## src/rtl/branch_resolve_unit.sv

```systemverilog
// Branch resolve unit: tracks fetch-time predictions to EX, flags mispredicts, drives redirect/flush and BTB updates.
// Optional statistics counters are built only when BRU_STATS_EN is defined.
module branch_resolve_unit #(
    parameter int unsigned ADDR_W    = 16,
    parameter int unsigned DEPTH     = 3,
    parameter int unsigned DRAIN_CYC = 3,
    parameter int unsigned CNT_W     = 8
) (
    input  logic              CLK,
    input  logic              RST,
    input  logic              STALL,
    input  logic              PRED_VALID_IF,
    input  logic              PRED_TAKEN_IF,
    input  logic [ADDR_W-1:0] PRED_TGT_IF,
    input  logic [ADDR_W-1:0] PC_IF,
    input  logic              BR_VALID_EX,
    input  logic              BR_TAKEN_EX,
    input  logic [ADDR_W-1:0] BR_TGT_EX,
    input  logic [ADDR_W-1:0] PC_EX,
    input  logic [ADDR_W-1:0] PC_1_EX,
    output logic              REDIRECT,
    output logic [ADDR_W-1:0] REDIRECT_PC,
    output logic              UPD_VALID,
    output logic [ADDR_W-1:0] UPD_PC,
    output logic [ADDR_W-1:0] UPD_TGT,
    output logic              UPD_TAKEN,
    output logic              BUSY,
    output logic [CNT_W-1:0]  BR_CNT,
    output logic [CNT_W-1:0]  MISPRED_CNT
);

    localparam int unsigned DC_W = (DRAIN_CYC > 2) ? $clog2(DRAIN_CYC) : 1;
    localparam logic [DC_W-1:0] DRAIN_LOAD = DC_W'(DRAIN_CYC - 1);

    typedef enum logic [1:0] {
        TRACK = 2'd0,
        REDIR = 2'd1,
        DRAIN = 2'd2
    } state_t;

    typedef struct packed {
        logic              v;
        logic              taken;
        logic [ADDR_W-1:0] tgt;
        logic [ADDR_W-1:0] pc;
    } shadow_t;

    state_t            state_q, state_d;
    logic [DC_W-1:0]   drain_q, drain_d;
    shadow_t           shadow_q [DEPTH];
    shadow_t           shadow_d [DEPTH];
    logic              redirect_q, redirect_d;
    logic [ADDR_W-1:0] redirect_pc_q, redirect_pc_d;
    logic              upd_valid_q, upd_valid_d;
    logic [ADDR_W-1:0] upd_pc_q, upd_pc_d;
    logic [ADDR_W-1:0] upd_tgt_q, upd_tgt_d;
    logic              upd_taken_q, upd_taken_d;
    logic              busy_q, busy_d;

    shadow_t           oldest;
    logic              hit;
    logic              sample;
    logic              mispred;
    logic [ADDR_W-1:0] fix_pc;

    // Compare the oldest shadow entry against the resolving branch.
    always_comb begin
        oldest  = shadow_q[DEPTH-1];
        hit     = oldest.v && (oldest.pc == PC_EX);
        sample  = BR_VALID_EX && !STALL && (state_q == TRACK);
        mispred = 1'b0;
        fix_pc  = BR_TGT_EX;
        if (sample) begin
            if (hit && oldest.taken) begin
                if (!BR_TAKEN_EX) begin
                    mispred = 1'b1;
                    fix_pc  = PC_1_EX;
                end else if (oldest.tgt != BR_TGT_EX) begin
                    mispred = 1'b1;
                end
            end else if (BR_TAKEN_EX) begin
                mispred = 1'b1;
            end
        end
    end

    // Next state, shadow shift/flush and registered outputs.
    always_comb begin
        state_d       = state_q;
        drain_d       = drain_q;
        shadow_d      = shadow_q;
        redirect_d    = 1'b0;
        redirect_pc_d = redirect_pc_q;
        upd_valid_d   = 1'b0;
        upd_pc_d      = upd_pc_q;
        upd_tgt_d     = upd_tgt_q;
        upd_taken_d   = upd_taken_q;

        case (state_q)
            TRACK: begin
                if (mispred) begin
                    state_d       = REDIR;
                    redirect_d    = 1'b1;
                    redirect_pc_d = fix_pc;
                end
            end
            REDIR: begin
                state_d = DRAIN;
                drain_d = DRAIN_LOAD;
            end
            DRAIN: begin
                if (!STALL) begin
                    if (drain_q == '0) begin
                        state_d = TRACK;
                    end else begin
                        drain_d = drain_q - DC_W'(1);
                    end
                end
            end
            default: state_d = TRACK;
        endcase

        if (sample) begin
            upd_valid_d = 1'b1;
            upd_pc_d    = PC_EX;
            upd_tgt_d   = BR_TGT_EX;
            upd_taken_d = BR_TAKEN_EX;
        end

        // Wrong-path entries and the IF input are discarded while the redirect pulse is out.
        if (state_q == REDIR) begin
            for (int i = 0; i < int'(DEPTH); i++) begin
                shadow_d[i] = '0;
            end
        end else if (!STALL) begin
            for (int i = int'(DEPTH) - 1; i > 0; i--) begin
                shadow_d[i] = shadow_q[i-1];
            end
            shadow_d[0] = {PRED_VALID_IF, PRED_TAKEN_IF, PRED_TGT_IF, PC_IF};
        end

        busy_d = (state_d != TRACK);
    end

    always_ff @(posedge CLK or posedge RST) begin
        if (RST) begin
            state_q       <= TRACK;
            drain_q       <= '0;
            redirect_q    <= 1'b0;
            redirect_pc_q <= '0;
            upd_valid_q   <= 1'b0;
            upd_pc_q      <= '0;
            upd_tgt_q     <= '0;
            upd_taken_q   <= 1'b0;
            busy_q        <= 1'b0;
            for (int i = 0; i < int'(DEPTH); i++) begin
                shadow_q[i] <= '0;
            end
        end else begin
            state_q       <= state_d;
            drain_q       <= drain_d;
            redirect_q    <= redirect_d;
            redirect_pc_q <= redirect_pc_d;
            upd_valid_q   <= upd_valid_d;
            upd_pc_q      <= upd_pc_d;
            upd_tgt_q     <= upd_tgt_d;
            upd_taken_q   <= upd_taken_d;
            busy_q        <= busy_d;
            for (int i = 0; i < int'(DEPTH); i++) begin
                shadow_q[i] <= shadow_d[i];
            end
        end
    end

`ifdef BRU_STATS_EN
    logic [CNT_W-1:0] br_cnt_q, br_cnt_d;
    logic [CNT_W-1:0] mispred_cnt_q, mispred_cnt_d;

    // Saturating resolution / mispredict counters.
    always_comb begin
        br_cnt_d      = br_cnt_q;
        mispred_cnt_d = mispred_cnt_q;
        if (sample && (br_cnt_q != '1)) begin
            br_cnt_d = br_cnt_q + CNT_W'(1);
        end
        if (mispred && (mispred_cnt_q != '1)) begin
            mispred_cnt_d = mispred_cnt_q + CNT_W'(1);
        end
    end

    always_ff @(posedge CLK or posedge RST) begin
        if (RST) begin
            br_cnt_q      <= '0;
            mispred_cnt_q <= '0;
        end else begin
            br_cnt_q      <= br_cnt_d;
            mispred_cnt_q <= mispred_cnt_d;
        end
    end

    assign BR_CNT      = br_cnt_q;
    assign MISPRED_CNT = mispred_cnt_q;
`else
    assign BR_CNT      = '0;
    assign MISPRED_CNT = '0;
`endif

    assign REDIRECT    = redirect_q;
    assign REDIRECT_PC = redirect_pc_q;
    assign UPD_VALID   = upd_valid_q;
    assign UPD_PC      = upd_pc_q;
    assign UPD_TGT     = upd_tgt_q;
    assign UPD_TAKEN   = upd_taken_q;
    assign BUSY        = busy_q;

endmodule

```

## config.mk

```make
export PLATFORM = sky130hd
export DESIGN_NAME = branch_resolve_unit
export DESIGN_NICKNAME = d
export VERILOG_FILES = /design/src/rtl/branch_resolve_unit.sv
export SDC_FILE = /design/constraint.sdc
export NUM_CORES = 1
export LEC_CHECK = 0
export BUFFER_PORTS_ARGS = -buffer_cell sky130_fd_sc_hd__buf_4
export CORE_ASPECT_RATIO = 1.2
export CORE_MARGIN = 3
export CORE_UTILIZATION = 49
export DETAILED_ROUTE_END_ITERATION = 6
export PLACE_DENSITY_LB_ADDON = 0.15
export SYNTH_ARGS = -nofsm -noshare
export SYNTH_HDL_FRONTEND = slang
export SYNTH_SLANG_ARGS = --single-unit
```

## constraint.sdc

```tcl
create_clock -name CLK -period 5.3 [get_ports CLK]
set_input_delay 0.795 -clock CLK [delete_from_list [all_inputs] [get_ports CLK]]
set_output_delay 0.795 -clock CLK [all_outputs]
set_load 0.01 [all_outputs]
```

# Word-level counts from Yosys, hierarchy flattened
# Cells that the tools add are included.
# W data, S select, Z words.
dict set report totals {
  regBits 158
  in_bits 87
  output_inout_bits 68
  wordCells 60
}
dict set report op_classes {
  add_sub_neg 1
  eq_ne 7
  mux 20
  n_reduce_logical 11
}
# operator count
set op_table {}
lappend op_table {{$mux W102} 2}
lappend op_table {{$mux W16} 3}
lappend op_table {{$eq A16 B16 Y1} 1}
lappend op_table {{$ne A16 B16 Y1} 1}
lappend op_table {{$mux W2} 5}
lappend op_table {{$mux W1} 8}
lappend op_table {{$pmux W2 S3} 1}
lappend op_table {{$logic_and A1 B1 Y1} 4}
lappend op_table {{$logic_not A2 Y1} 2}
lappend op_table {{$ne A2 B2 Y1 const B} 2}
lappend op_table {{$pmux W2 S2} 1}
lappend op_table {{$reduce_bool A2 Y1} 2}
lappend op_table {{$reduce_and A3 Y1} 1}
lappend op_table {{$eq A2 B1 Y1 const B} 1}
lappend op_table {{$eq A2 B2 Y1 const B} 1}
lappend op_table {{$ne A2 B1 Y1 const B} 1}
lappend op_table {{$reduce_and A2 Y1} 1}
lappend op_table {{$sub A2 B1 Y2 const B} 1}
lappend op_table {{$logic_not A1 Y1} 1}

# Longest topological paths before layout
# Gate-level depths: netlist (run 1).
dict set report logic_depth {
  ltp_word 8
  ltp_mapped 8
  depth_no_buf 6
}

# Worst setup path before layout (run 1)
# No wires, ideal clock.
dict set report synth_path {
  path_type {input to register}
  from {input port STALL}
  to {register redirect_pc_q[0] (netlist: REDIRECT_PC[0])}
  setup_ps 125
  arrival_ps 2238
  t_required_ps 5175
  path_slack_ps 2937
  path_stages 7
  path_buffers 3
  path_cell_list {clkbuf_1 > nor4b_2 > buf_4 > nand4b_4 > buf_6 > mux2_4 > mux2_4}
}
dict set report synth_via {
  elab_chain_cells 5
  word_cells_on_any_way 6
  classes_between {2 x mux; 4 x reduce/logical}
}
# element line
set synth_rtl {}
lappend synth_rtl {{start: declaration} 11} ;# input logic STALL,
lappend synth_rtl {{$logic_not A1 Y1 *} --}
lappend synth_rtl {{$logic_and A1 B1 Y1 * (2 in a row)} 70} ;# sample = BR_VALID_EX && !STALL && (state_q == TRACK);
lappend synth_rtl {{$mux W1} 73} ;# if (sample) begin
lappend synth_rtl {{$reduce_and A2 Y1 (no line)} --}
lappend synth_rtl {{end signal: assignment} 163} ;# redirect_pc_q <= redirect_pc_d;
lappend synth_rtl {{end: declaration} 53} ;# logic [ADDR_W-1:0] redirect_pc_q, redirect_pc_d;
# Every way passes the cells marked *; elsewhere a longest branch is shown, timed or not.
# A chain may end at the register's enable or synchronous reset.

# Final worst setup path (run 1)
dict set report layout_path {
  from {input port PC_EX[14]}
  to {register redirect_pc_q[13] (netlist: REDIRECT_PC[13])}
}
dict set report layout_via {
  elab_chain_cells 6
  word_cells_on_any_way 8
  classes_between {1 x eq/ne; 4 x mux; 3 x reduce/logical}
}
# element line
set layout_rtl {}
lappend layout_rtl {{start: declaration} 19} ;# input logic [ADDR_W-1:0] PC_EX,
lappend layout_rtl {{$eq A16 B16 Y1 *} 69} ;# hit = oldest.v && (oldest.pc == PC_EX);
lappend layout_rtl {{$logic_and A1 B1 Y1 *} 69}
lappend layout_rtl {{$logic_and A1 B1 Y1 *} 74} ;# if (hit && oldest.taken) begin
lappend layout_rtl {{$mux W1} 74}
lappend layout_rtl {{$mux W1} 73}
lappend layout_rtl {{$reduce_and A2 Y1 (no line)} --}
# Marked as above.

==> flow_summary.json, run 1 <==
{
  "tns_ns": 0,
  "setup_ws_ns": 2.36,
  "critical_path.max_stage_delay_ns": 0.95,
  "final_common_cell": "dfrtp_1",
  "peakVddDrop_mv": 0.242,
  "htree_levels": 4,
  "critPathLaunchType": "input port",
  "final_cell_mix": "dfrtp_1, buf_4, mux2i_1, nor2_1, mux2_2",
  "ys_warn_count": 0,
  "path_cells": "buf_4 > xnor2_1 > nand4_1 > nor3_2 > a21oi_1 > and3b_1 > mux2_2",
  "grt.overflow.total": 0,
  "drive_gt1_share_pct": 34.9,
  "cts_tree": "built",
  "path_max_fanout": 18,
  "path_class": "input port to register",
  "ant_nets": 0,
  "drtPass1Iterations": 4,
  "syn_inst": 543,
  "die-area_um2": 15700,
  "portBuffers": 138,
  "end_kind": "register",
  "crit_slowest_cell": "and3b_1",
  "fin_area_um2": 8650,
  "num_rows": 47,
  "grt_pass1_vias": 4429,
  "route.vias.total": 4371,
  "dpl.hpwl_um": 9820,
  "timing.final.crit_period_ns": 2.94,
  "die_w_um": 115,
  "die_y_um": 137,
  "power.density_nw_per_um2": 492,
  "wl_per_cell_um": 16.6,
  "track_usage_pct": 19.2,
  "slew_viol_final": 0,
  "clkSlewWorstSetupHoldPaths_ns": 0.06,
  "whs_ns": 0.500,
  "start_util_pct": 50.2,
  "cts_setup_buffers": 0,
  "regArea_um2": 3950,
  "grt_pass1_wl_um": 23100,
  "vias_per_cell": 5.09,
  "status": "complete, no violations",
  "fmax_mhz": 341,
  "ctsResizeCount": 0,
  "ys.flop_type": "dfrtp_1",
  "drc_errors": 0,
  "cts_buffers": 17,
  "fin_cells": 858,
  "path_delay_family": "simple AND/OR/NAND/NOR gates",
  "holdBufCountCts": 0,
  "cts.sinks": 158,
  "io_pins": 155,
  "n_antenna_cell": 0,
  "cp.required_ns": 5.60,
  "rsz0062_at_grt": "no",
  "synth_area_um2": 6960,
  "clk_latency_ns": 0.42,
  "critPathBufInv": 1,
  "max_cap_viol_count": 0,
  "grt_max_degree": 121,
  "multi_input_area_um2": 2800,
  "ys_ff_latch": 158,
  "dpl.cell_count": 826,
  "async_reset_ff_share_pct": 100,
  "synth.yosys.seq_area_share_pct": 56.8,
  "setup_viol": 0,
  "core_um2": 13900,
  "p_leak_nw": 4.33,
  "nets": 762,
  "antenna_found_initial": 0,
  "synth_edf_count": 0,
  "slew_headroom_pct": 24.0,
  "cts_root_buf": "clkbuf_16",
  "hold_viol_final": 0,
  "gp_congestion": 0.748,
  "period_share_pct": 55.4,
  "worst_pin_slew_ns": 1.14,
  "ys_types": 32,
  "dpl_cell_area_um2": 8070,
  "clk_path_buf_depth": 2,
  "skew_ns": 0.00733,
  "drt_wl_total_um": 14300,
  "syn_to_final_growth_pct": 24.3,
  "avgSynthCellArea_um2": 12.8,
  "hold_path.class": "register to register",
  "fill_cells": 1097,
  "cp.arrival_ns": 3.24,
  "dp_slack_ns": 1.87,
  "drt_iter0_markers": 292
}
==> layout make-up <==
cell class	instances	area share (%)
tap	171	2.47
clock buffer	25	5.49
sequential	158	45.7
timing repair buffer	143	12.4
inverter	5	0.275
clock inverter	7	1.27
multi-input combinational	349	32.3
==> flip-flops by register name, summed over array words and instances (netlist names) <==
register and cells:
UPD_TAKEN 1, shadow_q 68, oldest 34, REDIRECT_PC 16, REDIRECT 1, drain_q 2
BUSY 1, UPD_PC 16, state_q 2, UPD_VALID 1, UPD_TGT 16
==> path summary, 6_finish.rpt <==
check / from / to / depth (start not counted) / slack, ns
setup / recovery: PC_EX[14] / REDIRECT_PC[13] / 7 / 2.36
hold reg to reg: drain_q[0] / drain_q[0] / 1 / 0.50
hold / removal: drain_q[0] / drain_q[0] / 1 / 0.50
setup reg to reg: oldest[14] / REDIRECT_PC[13] / 6 / 2.48
min in group asynchronous: RST / UPD_TGT[0] / 2 / 0.61
max in group asynchronous: RST / shadow_q[51] / 3 / 3.54
==> cells in the mapped netlist, drive strengths merged (2+ instances only) <==
cell | n | area share, %
nand4 | 6 | 0.54
nand3 | 4 | 0.29
and3b | 2 | 0.25
dfrtp | 158 | 57
buf | 32 | 3.0
nor2 | 105 | 5.7
mux2i | 103 | 15
xnor2 | 28 | 3.5
inv | 5 | 0.27
xor2 | 4 | 0.50
clkbuf | 14 | 0.75
nor3 | 2 | 0.22
a21oi | 2 | 0.14
o21ai | 2 | 0.14
mux2 | 65 | 12
==> per-stage QoR <==
stage / utilization [%] / total power, mW
6_report: 62.4 / 4.26
3_5_place_dp: 58.1 / 3.09
2_1_floorplan: - / 2.54
5_1_grt: 62.4 / 4.52
3_3_place_gp: 58.1 / 3.04
4_1_cts: 62.4 / 4.32
==> kinds of logic after synthesis <==
group	synth area share [%]
mux	26.4
xor+xnor	4.03
compound gates	0.629
other cells	0.0539
fa+ha+maj	0.180
simple gates	7.87
flops	56.8
buf+inv	4.03
==> layer usage <==
layer	vias up	share of wire (%)	global-route usage, %
li1	2071	-	-
met4	0	2.3	8.41
met3	23	5.3	5.31
met1	2160	42	24.8
met2	117	50	30.5
met5	-	0	0
==> power by group <==
group	switching, mW	total [mW]	internal [mW]
combinational	0.496	1.16	0.662
clock	0.448	1.21	0.763
sequential	0.264	1.89	1.63
==> worst reg2reg max path, cell delays in order (launching register included) <==
cell	delay, ns
dfrtp_1	0.39
xnor2_1	0.24
nand4_1	0.15
nor3_2	0.39
a21oi_1	0.16
and3b_1	0.95
mux2_2	0.44
(Power assumes the default switching activity.)
==> run 2, diff against run 1 <==
- CORE_UTILIZATION: 49 -> 54
- clock period: 5.3 -> 3 ns (I/O delays scaled with it)
==> run 2 against run 1 <==
- sequential share of layout area shrank 0.15 points
- clock power rose by 75%
- register-to-register slack worse by 1.8 ns
- largest cell class unchanged
- global-route usage up 1.7 points
==> flow_summary.json, run 2 (synthesis gave the netlist of run 1 again) <==
{
  "final_cell_mix": "dfrtp_1, buf_4, mux2i_1, nor2_1, mux2_2",
  "period_share_pct": 76.4,
  "multi_input_area_um2": 2800,
  "rrSetupSlack_ns": 0.71,
  "num_rows": 44,
  "ctsResizeCount": 0,
  "clkSlewWorstSetupHoldPaths_ns": 0.06,
  "ant_nets": 0,
  "core_um2": 12300,
  "path_max_fanout": 16,
  "cts_setup_buffers": 0,
  "cts.sinks": 158,
  "dpl.hpwl_um": 9740,
  "hold_viol_final": 0,
  "top_register": "shadow_q",
  "track_usage_pct": 20.9,
  "regArea_um2": 3950,
  "grt_max_degree": 148,
  "power.density_nw_per_um2": 868,
  "p_leak_nw": 4.33,
  "die-area_um2": 14300,
  "drive_gt1_share_pct": 35.7,
  "drtPass1Iterations": 4,
  "power_switching_mw": 2.18,
  "clk_path_buf_depth": 2,
  "slew_headroom_pct": 35.7,
  "route.vias.total": 4359,
  "timing.final.crit_period_ns": 2.29,
  "fill_cells": 906,
  "die_w_um": 110,
  "grt_util_met1_pct": 26.5,
  "tns_ns": 0,
  "cp.required_ns": 3.30,
  "gp_congestion": 0.797,
  "cp.arrival_ns": 2.59,
  "critPathLaunchType": "register",
  "io_pins": 155,
  "fmax_mhz": 436,
  "max_cap_viol_count": 0,
  "dp_slack_ns": 0.496,
  "skew_ns": 0.00543,
  "slew_viol_final": 0,
  "seqPwrFrac_pct": 44.5,
  "largest_reg_flops": 68,
  "final_common_cell": "dfrtp_1",
  "antenna_found_initial": 0,
  "status": "complete, no violations",
  "path_class": "register to register",
  "drc_errors": 0,
  "met3_usage_pct": 5.50,
  "worst_pin_slew_ns": 0.964,
  "p_clk_share_pct": 28.2,
  "power.share.combinational_pct": 27.3,
  "cts_buffers": 17,
  "nets": 764,
  "setup_viol": 0,
  "n_antenna_cell": 0,
  "wl_per_cell_um": 16.8,
  "setup_ws_ns": 0.708,
  "vias_per_cell": 5.14,
  "hold_path.class": "input port to register",
  "cts_tree": "built",
  "htree_levels": 4,
  "busiest_layer": "met2",
  "syn_to_final_growth_pct": 24.7,
  "p_int_mw": 5.36,
  "grt_pass1_vias": 4534,
  "rsz0062_at_grt": "no",
  "swShare_pct": 28.9,
  "cts_root_buf": "clkbuf_16",
  "start_util_pct": 56.4,
  "end_kind": "register",
  "drt_wl_total_um": 14300,
  "portBuffers": 138,
  "drt_iter0_markers": 144,
  "peakVddDrop_mv": 0.515,
  "grt.overflow.total": 0,
  "die_y_um": 130,
  "grt_pass1_wl_um": 22700,
  "clk_latency_ns": 0.41,
  "grt_util_met2_pct": 35.3
}
-- run 2: cell types whose count changed in the layout (fill, tap and decap cells not counted), sizes merged --
cell | before | now
buf | 143 | 144
dlygate4sd3 | 0 | 1
inv | 5 | 4
clkinv | 4 | 6
clkinvlp | 0 | 4
clkbuf | 25 | 18
-- run 2: final timing paths --
path	start	to	depth (start not counted)
worst min register to register	drain_q[0]	drain_q[0]	1
worst max register to register	oldest[14]	REDIRECT_PC[0]	6
worst min-delay path	PC_IF[6]	shadow_q[74]	3
min in group asynchronous	RST	shadow_q[74]	3
max in group asynchronous	RST	oldest[19]	4
worst max-delay path	oldest[14]	REDIRECT_PC[0]	6
-- run 2: power by group through the flow --
stage	Combinational (mW)	Sequential, mW	Clock (mW)
after global placement	2.01	3.35	0
after global routing	2.27	3.45	2.26
after detailed placement	2.08	3.40	0
after floorplan	1.07	3.42	0
after CTS	2.09	3.37	2.17
final	2.06	3.36	2.12
-- run 2: stage by stage --
step	hold WS [ns]	area (um^2)	power [mW]	std cells	utilization, %
after floorplan	0.466	7020	4.49	558	-
after global placement	0.417	8090	5.37	817	65.6
after detailed placement	0.425	8090	5.48	817	65.6
after CTS	0.258	8680	7.63	848	70.4
after global routing	0.271	8680	7.97	848	70.4
final	0.274	8680	7.54	848	70.4
-- run 2: area by class of cell --
cell class                 count  area share [%]
clock buffer                  18            5.06
clock inverter                12            1.69
inverter                       5           0.259
multi-input combinational    349            32.2
sequential                   158            45.5
tap                          161            2.32
timing repair buffer         145            12.9
-- run 2: per-layer routing --
layer,up-vias,part of all wire [%]
met5,-,0
met3,16,5.0
met4,0,1.3
li1,2076,-
met2,104,52
met1,2163,41
-- run 2: critical path, stage by stage (launching register included) --
cell and delay (ns):
dfrtp_1 0.39, xnor2_1 0.23, nand4_1 0.14, nor3_2 0.34, nand4b_4 0.39, mux2_4 0.42, mux2_4 0.26
-- run 2: timing repair --
item | 4_1_cts | 5_1_grt
hold buffers | 1 | 0
setup endpoints to repair | 0 | 0
endpoints found under the hold margin | 11 | 0
==> run 3, diff against run 2 <==
- CORE_UTILIZATION: 54 -> 49
- clock period: 3 -> 2.02 ns (I/O delays scaled with it)
==> run 3 against run 2 <==
- die area increased by 9.7%
- non-clock buffer count is 5 higher
- sequential cell count unchanged
- critical path depth increased by 2
- combinational power increased by 50%
- largest cell class unchanged
- largest power group unchanged
- highest routed layer unchanged
==> flow_summary.json, run 3 (synthesis gave the netlist of run 1 again) <==
{
  "regArea_um2": 3950,
  "die_y_um": 137,
  "cts_root_buf": "clkbuf_16",
  "grt.overflow.total": 0,
  "syn_to_final_growth_pct": 26.1,
  "largest_reg_flops": 68,
  "clk_latency_ns": 0.42,
  "dpl.hpwl_um": 9960,
  "core_um2": 13900,
  "critical_path.max_stage_delay_ns": 0.39,
  "power.density_nw_per_um2": 1260,
  "n_antenna_cell": 0,
  "multi_input_area_um2": 2820,
  "start_util_pct": 50.2,
  "skew_ns": 0.0112,
  "wl_per_cell_um": 16.4,
  "setup_viol": 0,
  "critPathLaunchType": "register",
  "critPathLaunch": "oldest[5]",
  "portBuffers": 138,
  "cts_tree": "built",
  "hold_viol_final": 0,
  "nets": 769,
  "end_kind": "register",
  "slew_headroom_pct": 47.4,
  "slew_viol_final": 0,
  "io_pins": 155,
  "num_rows": 47,
  "rrSetupSlack_ns": 0.02,
  "cts_buffers": 17,
  "grt_max_degree": 108,
  "hold_path.class": "input port to async pin",
  "cp.arrival_ns": 2.30,
  "vias_per_cell": 5.06,
  "p_leak_nw": 4.38,
  "drive_gt1_share_pct": 36.1,
  "tns_ns": 0,
  "die_w_um": 115,
  "path_cells": "xnor2_1 > nand4_1 > nor3_2 > buf_4 > nand4b_4 > buf_12 > mux2_4 > mux2_4",
  "worst_pin_slew_ns": 0.789,
  "drt_wl_total_um": 14200,
  "fin_area_um2": 8770,
  "path_class": "register to register",
  "cts.sinks": 158,
  "clk_path_buf_depth": 2,
  "die-area_um2": 15700,
  "cpMostUsedCell": "mux2_4",
  "grt_pass1_wl_um": 23000,
  "ant_nets": 0,
  "crit_slowest_cell": "dfrtp_1",
  "gp_congestion": 0.759,
  "drc_errors": 0,
  "route.vias.total": 4374,
  "r2r_start": "oldest[5]",
  "fill_cells": 1088,
  "status": "complete, no violations",
  "rsz0062_at_grt": "yes",
  "track_usage_pct": 19.0,
  "fmax_mhz": 499,
  "path_max_fanout": 16,
  "antenna_found_initial": 0,
  "htree_levels": 4,
  "clkSlewWorstSetupHoldPaths_ns": 0.06,
  "cp.required_ns": 2.32,
  "final_common_cell": "dfrtp_1",
  "timing.final.crit_period_ns": 2.00,
  "max_cap_viol_count": 0,
  "top_register": "shadow_q",
  "peakVddDrop_mv": 0.634,
  "drt_iter0_markers": 179,
  "grt_pass1_vias": 4490,
  "period_share_pct": 99.2,
  "drtPass1Iterations": 4,
  "final_cell_mix": "dfrtp_1, buf_4, mux2i_1, nor2_1, mux2_2",
  "dpl_cell_area_um2": 8190
}
## run 3: cell types whose count changed in the layout (fill, tap and decap cells not counted), moves of 2 or more
cell        change
xnor2_1         -2
buf_4           +2
clkbuf_1        +5
buf_12          +4
xnor2_2         +2
clkinvlp_4      -2
## run 3: worst paths after layout
check / cells past startpoint / endpoint
min in group CLK: 3 / shadow_q[76]
worst min-delay path: 3 / oldest[3]
worst min register to register: 1 / drain_q[0]
worst max register to register: 8 / REDIRECT_PC[2]
worst max-delay path: 8 / REDIRECT_PC[2]
max in group asynchronous: 3 / oldest[7]
## run 3: metal layers
metal  share of wire (%)  vias up  GRT usage, %  routed length, um
met4                0.84        0          5.68                119
met3                 5.3       12          5.88                753
met5                   0        -             0                  0
met2                  52      103          31.8               7410
li1                    -     2082             -                  -
met1                  42     2177          23.8               5910
## run 3: critical path: cells and delay by family (launching register included)
family	cells	cell delay (ns)
XOR/XNOR	1	0.22
multiplexers	2	0.55
AND/OR/NAND/NOR	3	0.36
flip-flops	1	0.39
buffers and inverters	2	0.35
## run 3: metrics by stage
step	power, mW	instances	hold WS, ns	setup slack (ns)	utilization [%]
final	11.1	864	0.0350	0.0159	63.2
after global routing	11.8	864	0.0815	-0.110	63.2
after CTS	11.2	864	0.0808	0.00371	63.2
after detailed placement	8.15	833	0.490	-0.121	59.0
after global placement	8.00	833	0.483	-0.0538	59.0
after floorplan	6.67	558	0.455	-0.284	-
## run 3: cell type report
class,count,share of cell area (%)
flip-flops and latches,158,45.1
inverters,5,0.257
repair buffers,150,13.7
well taps,171,2.44
clock buffers,24,5.38
multi-input cells,349,32.1
clock inverters,7,0.998
## run 3: timing repair
action	CTS	global route
endpoints found under the setup margin	16	16
hold buffers	0	0
pin swaps	2	0
buffers inserted	0	0
resized for setup	3	1
## run 3: where the power goes
part	internal [mW]	switching (mW)	total, mW
registers	4.27	0.690	4.96
clock network	1.87	1.16	3.03
logic	1.78	1.32	3.10
total	7.92	3.17	11.1
